[src/rtl/unit_input_buf.sv]
// Per-unit input buffer: byte FIFO from the transmit arbiter, followed by a packet
// parser that packs data bytes into 32-bit little-endian words for the unit data memory.
module unit_input_buf #(
  parameter int WORD_MAX_LEN = 64,
  parameter int FIFO_DEPTH   = 16,
  parameter int AFULL_MARGIN = 4
) (
  input  logic        CLK,
  input  logic        rst,
  input  logic [7:0]  unit_in,
  input  logic        unit_in_ctrl,
  input  logic        unit_in_wr_en,
  output logic        unit_in_afull,
  output logic        unit_in_ready,
  output logic        mem_wr_en,
  output logic [4:0]  mem_wr_addr,
  output logic [31:0] mem_din,
  output logic [6:0]  key_len,
  output logic        pkt_done,
  input  logic        mem_release,
  output logic [4:0]  entry_pts,
  output logic        entry_pts_valid,
  output logic        err,
  output logic [2:0]  dbg_state_o
);

  localparam int AW = $clog2(FIFO_DEPTH);
  localparam int CW = AW + 1;
  localparam logic [CW-1:0] FULL_CNT  = CW'(FIFO_DEPTH);
  localparam logic [CW-1:0] AFULL_CNT = CW'(FIFO_DEPTH - AFULL_MARGIN);
  localparam logic [7:0]    MAX_LEN8  = 8'(WORD_MAX_LEN);

  typedef enum logic [2:0] {
    S_IDLE      = 3'd0,
    S_HDR_CHECK = 3'd1,
    S_DATA      = 3'd2,
    S_FULL      = 3'd3,
    S_DISCARD   = 3'd4
  } state_t;

  // Byte FIFO: entries are {ctrl, byte}
  logic [8:0]    fifo_mem [FIFO_DEPTH];
  logic [AW-1:0] wr_ptr_q, rd_ptr_q;
  logic [CW-1:0] count_q, count_d;
  logic          fifo_empty, fifo_full, push, pop, overflow;
  logic [8:0]    head;

  assign fifo_empty = (count_q == '0);
  assign fifo_full  = (count_q == FULL_CNT);
  assign push       = unit_in_wr_en && !fifo_full;
  assign overflow   = unit_in_wr_en && fifo_full;
  assign head       = fifo_mem[rd_ptr_q];

  always_comb begin
    count_d = count_q;
    case ({push, pop})
      2'b10:   count_d = count_q + CW'(1);
      2'b01:   count_d = count_q - CW'(1);
      default: count_d = count_q;
    endcase
  end

  always_ff @(posedge CLK) begin
    if (push) fifo_mem[wr_ptr_q] <= {unit_in_ctrl, unit_in};
  end

  // Parser state
  state_t      state_q, state_d;
  logic [8:0]  hdr_q, hdr_d;
  logic [6:0]  idx_q, idx_d;
  logic [31:0] word_q, word_d;
  logic [6:0]  key_len_q, key_len_d;
  logic [4:0]  pts_q, pts_d;
  logic        pts_valid_q, pts_valid_d;
  logic        err_q, err_set;
  logic        wr_en_q, wr_en_d;
  logic [4:0]  addr_q, addr_d;
  logic [31:0] din_q, din_d;
  logic        done_pend_q, done_pend_d;
  logic        pkt_done_q;
  logic        afull_q, ready_q;

  logic [6:0] key_ceil, last_idx;
  logic       at_last, bad;

  // Key length rounded up to a multiple of 8; only meaningful past byte 32
  assign key_ceil = (key_len_q + 7'd7) & 7'h78;
  assign last_idx = 7'd39 + key_ceil;

  always_comb begin
    state_d     = state_q;
    pop         = 1'b0;
    hdr_d       = hdr_q;
    idx_d       = idx_q;
    word_d      = word_q;
    key_len_d   = key_len_q;
    pts_d       = pts_q;
    pts_valid_d = pts_valid_q;
    err_set     = 1'b0;
    wr_en_d     = 1'b0;
    addr_d      = addr_q;
    din_d       = din_q;
    done_pend_d = 1'b0;
    at_last     = (idx_q > 7'd32) && (idx_q == last_idx);
    bad         = 1'b0;
    case (state_q)
      S_IDLE: begin
        if (!fifo_empty) begin
          pop     = 1'b1;
          hdr_d   = head;
          state_d = S_HDR_CHECK;
        end
      end
      S_HDR_CHECK: begin
        if (!hdr_q[8]) begin
          err_set = 1'b1;
          state_d = S_DISCARD;
        end else if (hdr_q[2:0] == 3'b001) begin
          pts_d       = hdr_q[7:3];
          pts_valid_d = 1'b1;
          state_d     = S_IDLE;
        end else if (hdr_q[2:0] == 3'b000) begin
          idx_d   = '0;
          state_d = S_DATA;
        end else begin
          err_set = 1'b1;
          state_d = S_IDLE;
        end
      end
      S_DATA: begin
        if (!fifo_empty) begin
          pop = 1'b1;
          idx_d = idx_q + 7'd1;
          word_d[{idx_q[1:0], 3'b000} +: 8] = head[7:0];
          if (idx_q[1:0] == 2'd3) begin
            wr_en_d = 1'b1;
            addr_d  = idx_q[6:2];
            din_d   = {head[7:0], word_q[23:0]};
          end
          if (idx_q == 7'd32) begin
            key_len_d = head[6:0];
            if (head[7:0] > MAX_LEN8) bad = 1'b1;
          end
          if (head[8] && !at_last) bad = 1'b1;
          if (!head[8] && at_last) bad = 1'b1;
          if ((idx_q > 7'd32) && (idx_q > last_idx)) bad = 1'b1;
          if (bad) begin
            err_set = 1'b1;
            // A framing byte already ends the bad packet; discarding would eat the next header
            state_d = head[8] ? S_IDLE : S_DISCARD;
          end else if (head[8] && at_last) begin
            done_pend_d = 1'b1;
            state_d     = S_FULL;
          end
        end
      end
      S_FULL: begin
        if (mem_release) state_d = S_IDLE;
      end
      S_DISCARD: begin
        if (!fifo_empty) begin
          pop = 1'b1;
          if (head[8]) state_d = S_IDLE;
        end
      end
      default: state_d = S_IDLE;
    endcase
  end

  always_ff @(posedge CLK) begin
    if (rst) begin
      wr_ptr_q    <= '0;
      rd_ptr_q    <= '0;
      count_q     <= '0;
      state_q     <= S_IDLE;
      hdr_q       <= '0;
      idx_q       <= '0;
      word_q      <= '0;
      key_len_q   <= '0;
      pts_q       <= '0;
      pts_valid_q <= 1'b0;
      err_q       <= 1'b0;
      wr_en_q     <= 1'b0;
      addr_q      <= '0;
      din_q       <= '0;
      done_pend_q <= 1'b0;
      pkt_done_q  <= 1'b0;
      afull_q     <= 1'b0;
      ready_q     <= 1'b1;
    end else begin
      if (push) wr_ptr_q <= wr_ptr_q + AW'(1);
      if (pop)  rd_ptr_q <= rd_ptr_q + AW'(1);
      count_q     <= count_d;
      state_q     <= state_d;
      hdr_q       <= hdr_d;
      idx_q       <= idx_d;
      word_q      <= word_d;
      key_len_q   <= key_len_d;
      pts_q       <= pts_d;
      pts_valid_q <= pts_valid_d;
      err_q       <= err_q | err_set | overflow;
      wr_en_q     <= wr_en_d;
      addr_q      <= addr_d;
      din_q       <= din_d;
      done_pend_q <= done_pend_d;
      // pkt_done trails the final word write by one cycle
      pkt_done_q  <= done_pend_q;
      afull_q     <= (count_d >= AFULL_CNT);
      ready_q     <= (state_d == S_IDLE) && (count_d == '0) && !unit_in_wr_en;
    end
  end

  assign unit_in_afull   = afull_q;
  assign unit_in_ready   = ready_q;
  assign mem_wr_en       = wr_en_q;
  assign mem_wr_addr     = addr_q;
  assign mem_din         = din_q;
  assign key_len         = key_len_q;
  assign pkt_done        = pkt_done_q;
  assign entry_pts       = pts_q;
  assign entry_pts_valid = pts_valid_q;
  assign err             = err_q;
  assign dbg_state_o     = state_q;

endmodule

[config.mk]
export PLATFORM = sky130hd
export DESIGN_NAME = unit_input_buf
export DESIGN_NICKNAME = d
export VERILOG_FILES = /design/src/rtl/unit_input_buf.sv
export SDC_FILE = /design/constraint.sdc
export NUM_CORES = 1
export LEC_CHECK = 0
export ABC_AREA = 1
export BUFFER_PORTS_ARGS = -buffer_cell sky130_fd_sc_hd__buf_2
export CORE_MARGIN = 2
export CORE_UTILIZATION = 40
export CTS_BUF_LIST = sky130_fd_sc_hd__clkbuf_4 sky130_fd_sc_hd__clkbuf_8 sky130_fd_sc_hd__clkbuf_16
export DETAILED_ROUTE_END_ITERATION = 12
export GPL_TIMING_DRIVEN = 1
export PLACE_DENSITY = 0.59
export SLEW_MARGIN = 40
export SYNTH_ARGS = -nofsm -noshare
export SYNTH_HDL_FRONTEND = slang
export SYNTH_SLANG_ARGS = --single-unit
[constraint.sdc]
create_clock -name CLK -period 8 [get_ports CLK]
set_input_delay 1.2 -clock CLK [delete_from_list [all_inputs] [get_ports CLK]]
set_output_delay 1.2 -clock CLK [all_outputs]
set_load 0.05 [all_outputs]
==> results.rst, run 1 <==
.. list-table::
   :header-rows: 1

   * - Metric
     - Value
   * - Clock sink count
     - 260
   * - Worst setup path startpoint
     - count_q[0]
   * - Final count of hold timing violations
     - 0
   * - Post-route ant nets
     - 0
   * - Aggregate global-route resource usage
     - 0.185
   * - Fraction of the yosys area taken by sequential cells
     - 0.611
   * - Max-cap viol count
     - 0
   * - HPWL after detailed placement
     - 17,100 um
   * - Worst hold stages
     - 2
   * - Ratio of routed vias to standard cells
     - 5.01
   * - Cts-stage hold buffer count
     - 0
   * - Number of instances resized during post-cts repair
     - 0
   * - N_diodes
     - 0
   * - Wirelength, routed
     - 26,200 um
   * - Kind of critical path
     - flip-flop to flip-flop
   * - Via count of the first global-routing pass
     - 7,667
   * - Depth of the most critical reg-to-reg path
     - 19
   * - Final core occ
     - 0.468
   * - Achievable clock frequency
     - 308 MHz
   * - Synthesized area
     - 10,900 um2
   * - Setup TNS
     - 0 ns
   * - Root buf cell
     - clkbuf_16
   * - Total clock buffers created by CTS
     - 28
   * - Largest net degree at the start of global routing
     - 80
   * - Cells after synthesis
     - 1,175
   * - Initial Utilization
     - 0.406
   * - Clock network latency to the later pin of the worst-skew pair
     - 0.54 ns
   * - Internal reg-to-reg setup slack
     - 4.76 ns
   * - Post-synthesis cell type count
     - 40
   * - Port Buffers
     - 70
   * - Nature of the critical path endpoint
     - flip-flop
   * - Floorplan core area
     - 26,800 um2
   * - Warnings, synthesis
     - 0
   * - Launch instance of the worst min-delay path
     - done_pend_q
   * - Maximum vdd drop
     - 0.186 mV
   * - Reg2reg start
     - count_q[0]
   * - Post-synthesis async set-or-reset flop share
     - 0
   * - Number of synthesized flops with an enable pin
     - 144
   * - Setup violations, final
     - 0
   * - Max_slew headroom
     - 0.442
   * - Hold-critical path endpoint
     - pkt_done
   * - Antenna violations before repair
     - 0
   * - Clock transition at the registers of the reported paths
     - 0.06 ns
   * - Portion of the clock cycle consumed by the worst path in the final layout
     - 0.405
   * - Crit path required time
     - 8.49 ns
   * - Area growth from synthesis to layout
     - 15.3%
   * - Routed vias
     - 7,997
   * - Reg area
     - 6650 um2
   * - Detailed-route DRC error count
     - 0
   * - Power per cell area
     - 314 nW/um2
   * - Hold Path Class
     - flip-flop to flip-flop
   * - Largest driver fanout on the critical path
     - 8
   * - Shortest period the worst path allows
     - 3.24 ns
   * - Number of search-and-repair iterations in the first detailed-routing pass
     - 4
   * - Clock tree from TritonCTS
     - yes
   * - Share of post-route cells with drive strength above 1
     - 0.135
   * - DRC marker count from the first detailed-route iteration
     - 667
   * - Startpoint Class
     - flip-flop
   * - Number of register bits inferred by synthesis
     - 260
   * - Setup Fix Bufs, Post-CTS
     - 0
   * - Prevailing post-synth register cell
     - edfxtp_1
   * - Nets
     - 1,263
   * - CP Data Arrival Time
     - 3.73 ns
   * - Mean area per synthesized cell
     - 9.26 um2
   * - Worst Max-Slew Pin Slew
     - 0.836 ns
   * - Io pins
     - 71
   * - Leak Pwr
     - 5.28 nW
   * - Setup repair after global routing missed its margin
     - false
   * - Capturing point of the worst reg2reg path
     - unit_in_ready
   * - Number of placement rows
     - 60
   * - Synthesized netlist net count
     - 1,206
   * - Average detailed-routed wire length per instance
     - 16.5 um
   * - Post-Route Skew
     - 0.0138 ns
   * - Total overflow reported by the global router
     - 0
   * - Combined area of the multi-input logic cells
     - 3520 um2
   * - Vertical die dimension
     - 169 um
   * - Final number of max-transition violations
     - 0
   * - First-pass GRT wire length
     - 41,800 um
   * - Fill cells
     - 2,560
   * - CTS Buffer Depth
     - 3
   * - Status
     - complete, no violations
   * - Full die area
     - 28,500 um2
   * - Final RePlAce weighted congestion
     - 0.881
   * - Number of H-tree levels
     - 1
   * - Die Wd
     - 169 um
stage by stage:
step                      hold slack, ns  std cells  power, mW  area, um2  setup WS [ns]
after global placement             0.421       1543       2.48      11400           4.63
after global routing               0.453       1595       4.14      12500           4.42
after floorplan                    0.388       1175       2.27      10900           4.96
final                              0.425       1595       3.94      12500           4.76
after CTS                          0.429       1595       3.97      12500           4.73
after detailed placement           0.419       1543       2.49      11500           4.54
Yosys cell counts (7+ instances only):
cell	number	share of area
a21oi_1	58	0.027
buf_2	16	0.0074
buf_6	8	0.0083
clkbuf_1	17	0.0059
dfxtp_1	116	0.21
edfxtp_1	144	0.40
ha_1	17	0.020
inv_1	113	0.039
inv_2	7	0.0024
nand2_1	254	0.088
nand3_1	75	0.035
nand4_1	8	0.0046
nor2_1	182	0.063
o211ai_1	16	0.011
o21ai_0	79	0.036
o21ai_1	9	0.0041
critical path, cell delays in order, from the launching register on:
cell	delay, ns
dfxtp_1	0.35
nor4_1	0.37
nand2_1	0.27
nand2_1	0.18
inv_1	0.11
ha_1	0.24
ha_1	0.35
a21o_1	0.20
a31oi_1	0.17
or2_2	0.14
nand3_1	0.07
o21ai_0	0.15
inv_1	0.07
nor2_1	0.12
nand2_1	0.07
nor2_1	0.10
nand3_1	0.08
nand2_1	0.06
nand2_1	0.05
inv_1	0.05
cells by family after synthesis:
family,count (synthesis),synth area share
adder cells (fa/ha/maj),18,0.0214
AND/OR/NAND/NOR,544,0.206
buffers and inverters,172,0.0694
flip-flops,260,0.611
AO/OA/AOI/OAI,177,0.0888
XOR/XNOR,4,0.00322
cells in the final DEF, fill, tap and decap left out, types with 2 or more instances in the layout:
cell type and count:
nand2_1 254, nor2_1 165, edfxtp_1 144, dfxtp_1 115
inv_1 113, o21ai_0 79, nand3_1 75, buf_2 70
a21oi_1 58, clkbuf_16 33, nor2_2 17, ha_1 17
o211ai_1 16, o21ai_1 9, nand4_1 8, inv_2 6
nor3_1 6, nor3_2 5, clkinv_1 5, bufinv_16 5
a31oi_1 4, clkinv_2 4, nand2_2 4, buf_4 4
xor2_1 3, nand3_2 3, nor3b_1 3, clkbuf_4 3
clkbuf_8 3, a21o_1 2, or2_2 2, o21ai_2 2
o21a_1 2, a211oi_1 2, clkinv_4 2
worst max path at each step:
| stage | cells past startpoint | to | slack (ns) |
|---|---|---|---|
| final | 19 | unit_in_ready | 4.76 |
| after global routing | 19 | unit_in_ready | 4.42 |
| after CTS | 19 | unit_in_ready | 4.73 |
| after detailed placement | 17 | unit_in_ready | 4.54 |
| after global placement | 17 | unit_in_ready | 4.63 |
| after floorplan | 16 | unit_in_ready | 4.96 |
area by class of cell:
cell class / instances / share of cell area
Sequential cell: 260 / 0.530
Inverter: 124 / 0.0374
Multi-Input combinational cell: 743 / 0.281
Clock inverter: 13 / 0.0159
Clock buffer: 39 / 0.0709
Timing Repair Buffer: 75 / 0.0312
Tap cell: 341 / 0.0340
routing by layer:
layer | up-vias | part of all wire | global-route usage
met3 | 44 | 0.057 | 0.0304
met4 | 0 | 0.025 | 0.0570
met5 | - | 0 | 0
li1 | 3988 | - | -
met1 | 3739 | 0.45 | 0.244
met2 | 226 | 0.47 | 0.312
power by group:
part | internal (mW) | total [mW] | switching (mW)
sequential | 1.48 | 1.53 | 0.0478
clock | 0.939 | 1.47 | 0.532
combinational | 0.255 | 0.943 | 0.688
total | 2.67 | 3.94 | 1.27
state kept, by name, summed over array words and instances (netlist names), 5 cells and up, named ones only:
signal and flops:
key_len 7, count_q 5, mem_wr_addr 5, mem_din 32, word_q 24, entry_pts 5, hdr_q 9, idx_q 7
fifo_mem 144
Power figures use the tool's default switching activity.
==> run 2, diff against run 1 <==
PLACE_DENSITY = 0.61   (was 0.59)
clock period = 2.95 ns   (was 8 ns; I/O delays follow)
==> run 2 against run 1 <==
Against the previous run:
- wire length down 2.7%
- critical path type unchanged
- clock skew up 0.0040 ns
- hold slack worse by 0.12 ns
- utilization up 0.27 points
- largest cell class unchanged
==> results.rst, run 2 (synthesis results as in run 1) <==
.. list-table::
   :header-rows: 1

   * - Metric
     - Value
   * - Status
     - complete, no violations
   * - Switching power total
     - 3.45 mW
   * - Leak Pwr
     - 5.36 nW
   * - Die Wd
     - 169 um
   * - Vertical die dimension
     - 169 um
   * - Sequential share of power
     - 0.401
   * - Startpoint Class
     - flip-flop
   * - First-pass GRT wire length
     - 40,700 um
   * - Average detailed-routed wire length per instance
     - 15.7 um
   * - Final count of hold timing violations
     - 0
   * - Number of H-tree levels
     - 1
   * - Fill cells
     - 2,520
   * - Clock tree from TritonCTS
     - yes
   * - Clock network latency to the later pin of the worst-skew pair
     - 0.54 ns
   * - Leading cell type in the layout, fill and taps excluded
     - nand2_1
   * - HPWL after detailed placement
     - 16,300 um
   * - N_diodes
     - 0
   * - Reg area
     - 6650 um2
   * - Biggest register
     - fifo_mem
   * - Clock transition at the registers of the reported paths
     - 0.07 ns
   * - Initial Utilization
     - 0.406
   * - Routed vias
     - 8,079
   * - CP Data Arrival Time
     - 3.17 ns
   * - Worst Max-Slew Pin Slew
     - 0.604 ns
   * - Setup violations, final
     - 0
   * - Final number of max-transition violations
     - 0
   * - Setup repair after global routing missed its margin
     - false
   * - Switching share of power
     - 0.334
   * - Number of placement rows
     - 60
   * - Port Buffers
     - 70
   * - Ordered cell list for the critical path
     - nor4_4 > nand2_1 > nand2_1 > inv_2 > ha_4 > ha_1 > a21o_1 > a31oi_1 > or2_2 > nand3_1 > o21ai_2 > inv_1 > nor2_1 > nand2_1 > nor2_1 > nand3_1 > nand2_1 > nand2_1 > inv_1
   * - CTS Buffer Depth
     - 3
   * - Largest driver fanout on the critical path
     - 4
   * - Nature of the critical path endpoint
     - flip-flop
   * - Shortest period the worst path allows
     - 2.69 ns
   * - Hold Path Class
     - input port to flip-flop
   * - Post-route ant nets
     - 0
   * - Combined area of the multi-input logic cells
     - 3530 um2
   * - Clock share of power
     - 0.326
   * - Number of search-and-repair iterations in the first detailed-routing pass
     - 7
   * - Cts-stage hold buffer count
     - 0
   * - Crit path setup slack, layout
     - 0.261 ns
   * - Portion of the clock cycle consumed by the worst path in the final layout
     - 0.911
   * - Power per cell area
     - 818 nW/um2
   * - Largest net degree at the start of global routing
     - 79
   * - Share of post-route cells with drive strength above 1
     - 0.147
   * - Full die area
     - 28,500 um2
   * - Post-placement setup slack
     - -0.0535 ns
   * - DRC marker count from the first detailed-route iteration
     - 646
   * - Maximum vdd drop
     - 0.477 mV
   * - Kind of critical path
     - flip-flop to flip-flop
   * - Nets
     - 1,295
   * - Area growth from synthesis to layout
     - 16.0%
   * - Clock sink count
     - 260
   * - Crit path required time
     - 3.43 ns
   * - Root buf cell
     - clkbuf_16
   * - Largest stage delay, worst path
     - 0.33 ns
   * - Portion of total power attributed to combinational logic
     - 0.273
   * - Achievable clock frequency
     - 372 MHz
   * - Ratio of routed vias to standard cells
     - 4.98
   * - Internal Power
     - 6.87 mW
   * - Final RePlAce weighted congestion
     - 0.859
   * - Max_slew headroom
     - 0.598
   * - Max reg flops
     - 144
   * - Total clock buffers created by CTS
     - 28
   * - Filler-free cell count of the finished design
     - 1,623
   * - Wirelength, routed
     - 25,500 um
   * - Antenna violations before repair
     - 0
   * - Post-Route Skew
     - 0.0177 ns
   * - Io pins
     - 71
   * - Floorplan core area
     - 26,800 um2
   * - Total overflow reported by the global router
     - 0
   * - Top cell by count, worst path
     - nand2_1
   * - Max-cap viol count
     - 0
   * - Aggregate global-route resource usage
     - 0.179
   * - Detailed-route DRC error count
     - 0
   * - Highest-delay cell along the critical path
     - dfxtp_1
   * - Via count of the first global-routing pass
     - 7,696
   * - # placed instances
     - 1,573
   * - Highest-count cells in the layout ignoring fill and taps
     - nand2_1, nor2_1, edfxtp_1
[run 2: worst max-delay path, delay by kind of cell (launching register included)]
family                   cells  cell delay [ns]
AND/OR/NAND/NOR             11             1.19
buffers and inverters        3             0.17
adder cells (fa/ha/maj)      2             0.50
AO/OA/AOI/OAI                3             0.45
flip-flops                   1             0.33
[run 2: stage by stage]
| step | hold WS (ns) | setup TNS (ns) | power (mW) | util | instance area [um2] |
|---|---|---|---|---|---|
| floorplan | 0.388 | 0 | 6.16 | - | 10900 |
| global placement | 0.439 | 0 | 6.85 | 0.435 | 11700 |
| detailed placement | 0.446 | -0.0535 | 6.90 | 0.435 | 11700 |
| CTS | 0.284 | 0 | 10.3 | 0.469 | 12600 |
| global route | 0.299 | 0 | 10.9 | 0.471 | 12600 |
| finish | 0.305 | 0 | 10.3 | 0.471 | 12600 |
[run 2: what timing repair did]
item | in CTS | in global routing
setup endpoints to repair | 1 | 2
gates resized for setup | 1 | 11
gates cloned | 0 | 0
pin swaps | 0 | 1
setup buffers | 0 | 2
endpoints found under the hold margin | 0 | 0
[run 2: power groups by stage]
stage | Combinational [mW] | Sequential (mW) | Clock [mW]
after floorplan | 1.88 | 4.28 | 0
after CTS | 2.72 | 4.12 | 3.43
after global routing | 3.15 | 4.15 | 3.56
after detailed placement | 2.70 | 4.19 | 0
after global placement | 2.66 | 4.19 | 0
final | 2.82 | 4.14 | 3.37
[run 2: cell type report]
class,count,share of cell area
clock buffers,40,0.0651
clock inverters,8,0.00545
inverters,124,0.0371
multi-input cells,743,0.280
flip-flops and latches,260,0.527
well taps,341,0.0338
repair buffers,107,0.0518
[run 2: path summary, 6_finish.rpt]
kind,slack [ns],startpoint,depth (start not counted),endpoint
hold reg to reg,0.44,done_pend_q,2,pkt_done
setup / recovery,0.26,count_q[1],19,unit_in_ready
setup reg to reg,0.26,count_q[1],19,unit_in_ready
hold / removal,0.31,unit_in[0],1,fifo_mem[9][0]
[run 2: metal layers]
metal | global-route usage | share of wire
met5 | 0 | 0
met4 | 0.0663 | 0.029
met3 | 0.0227 | 0.045
met2 | 0.303 | 0.48
met1 | 0.236 | 0.45
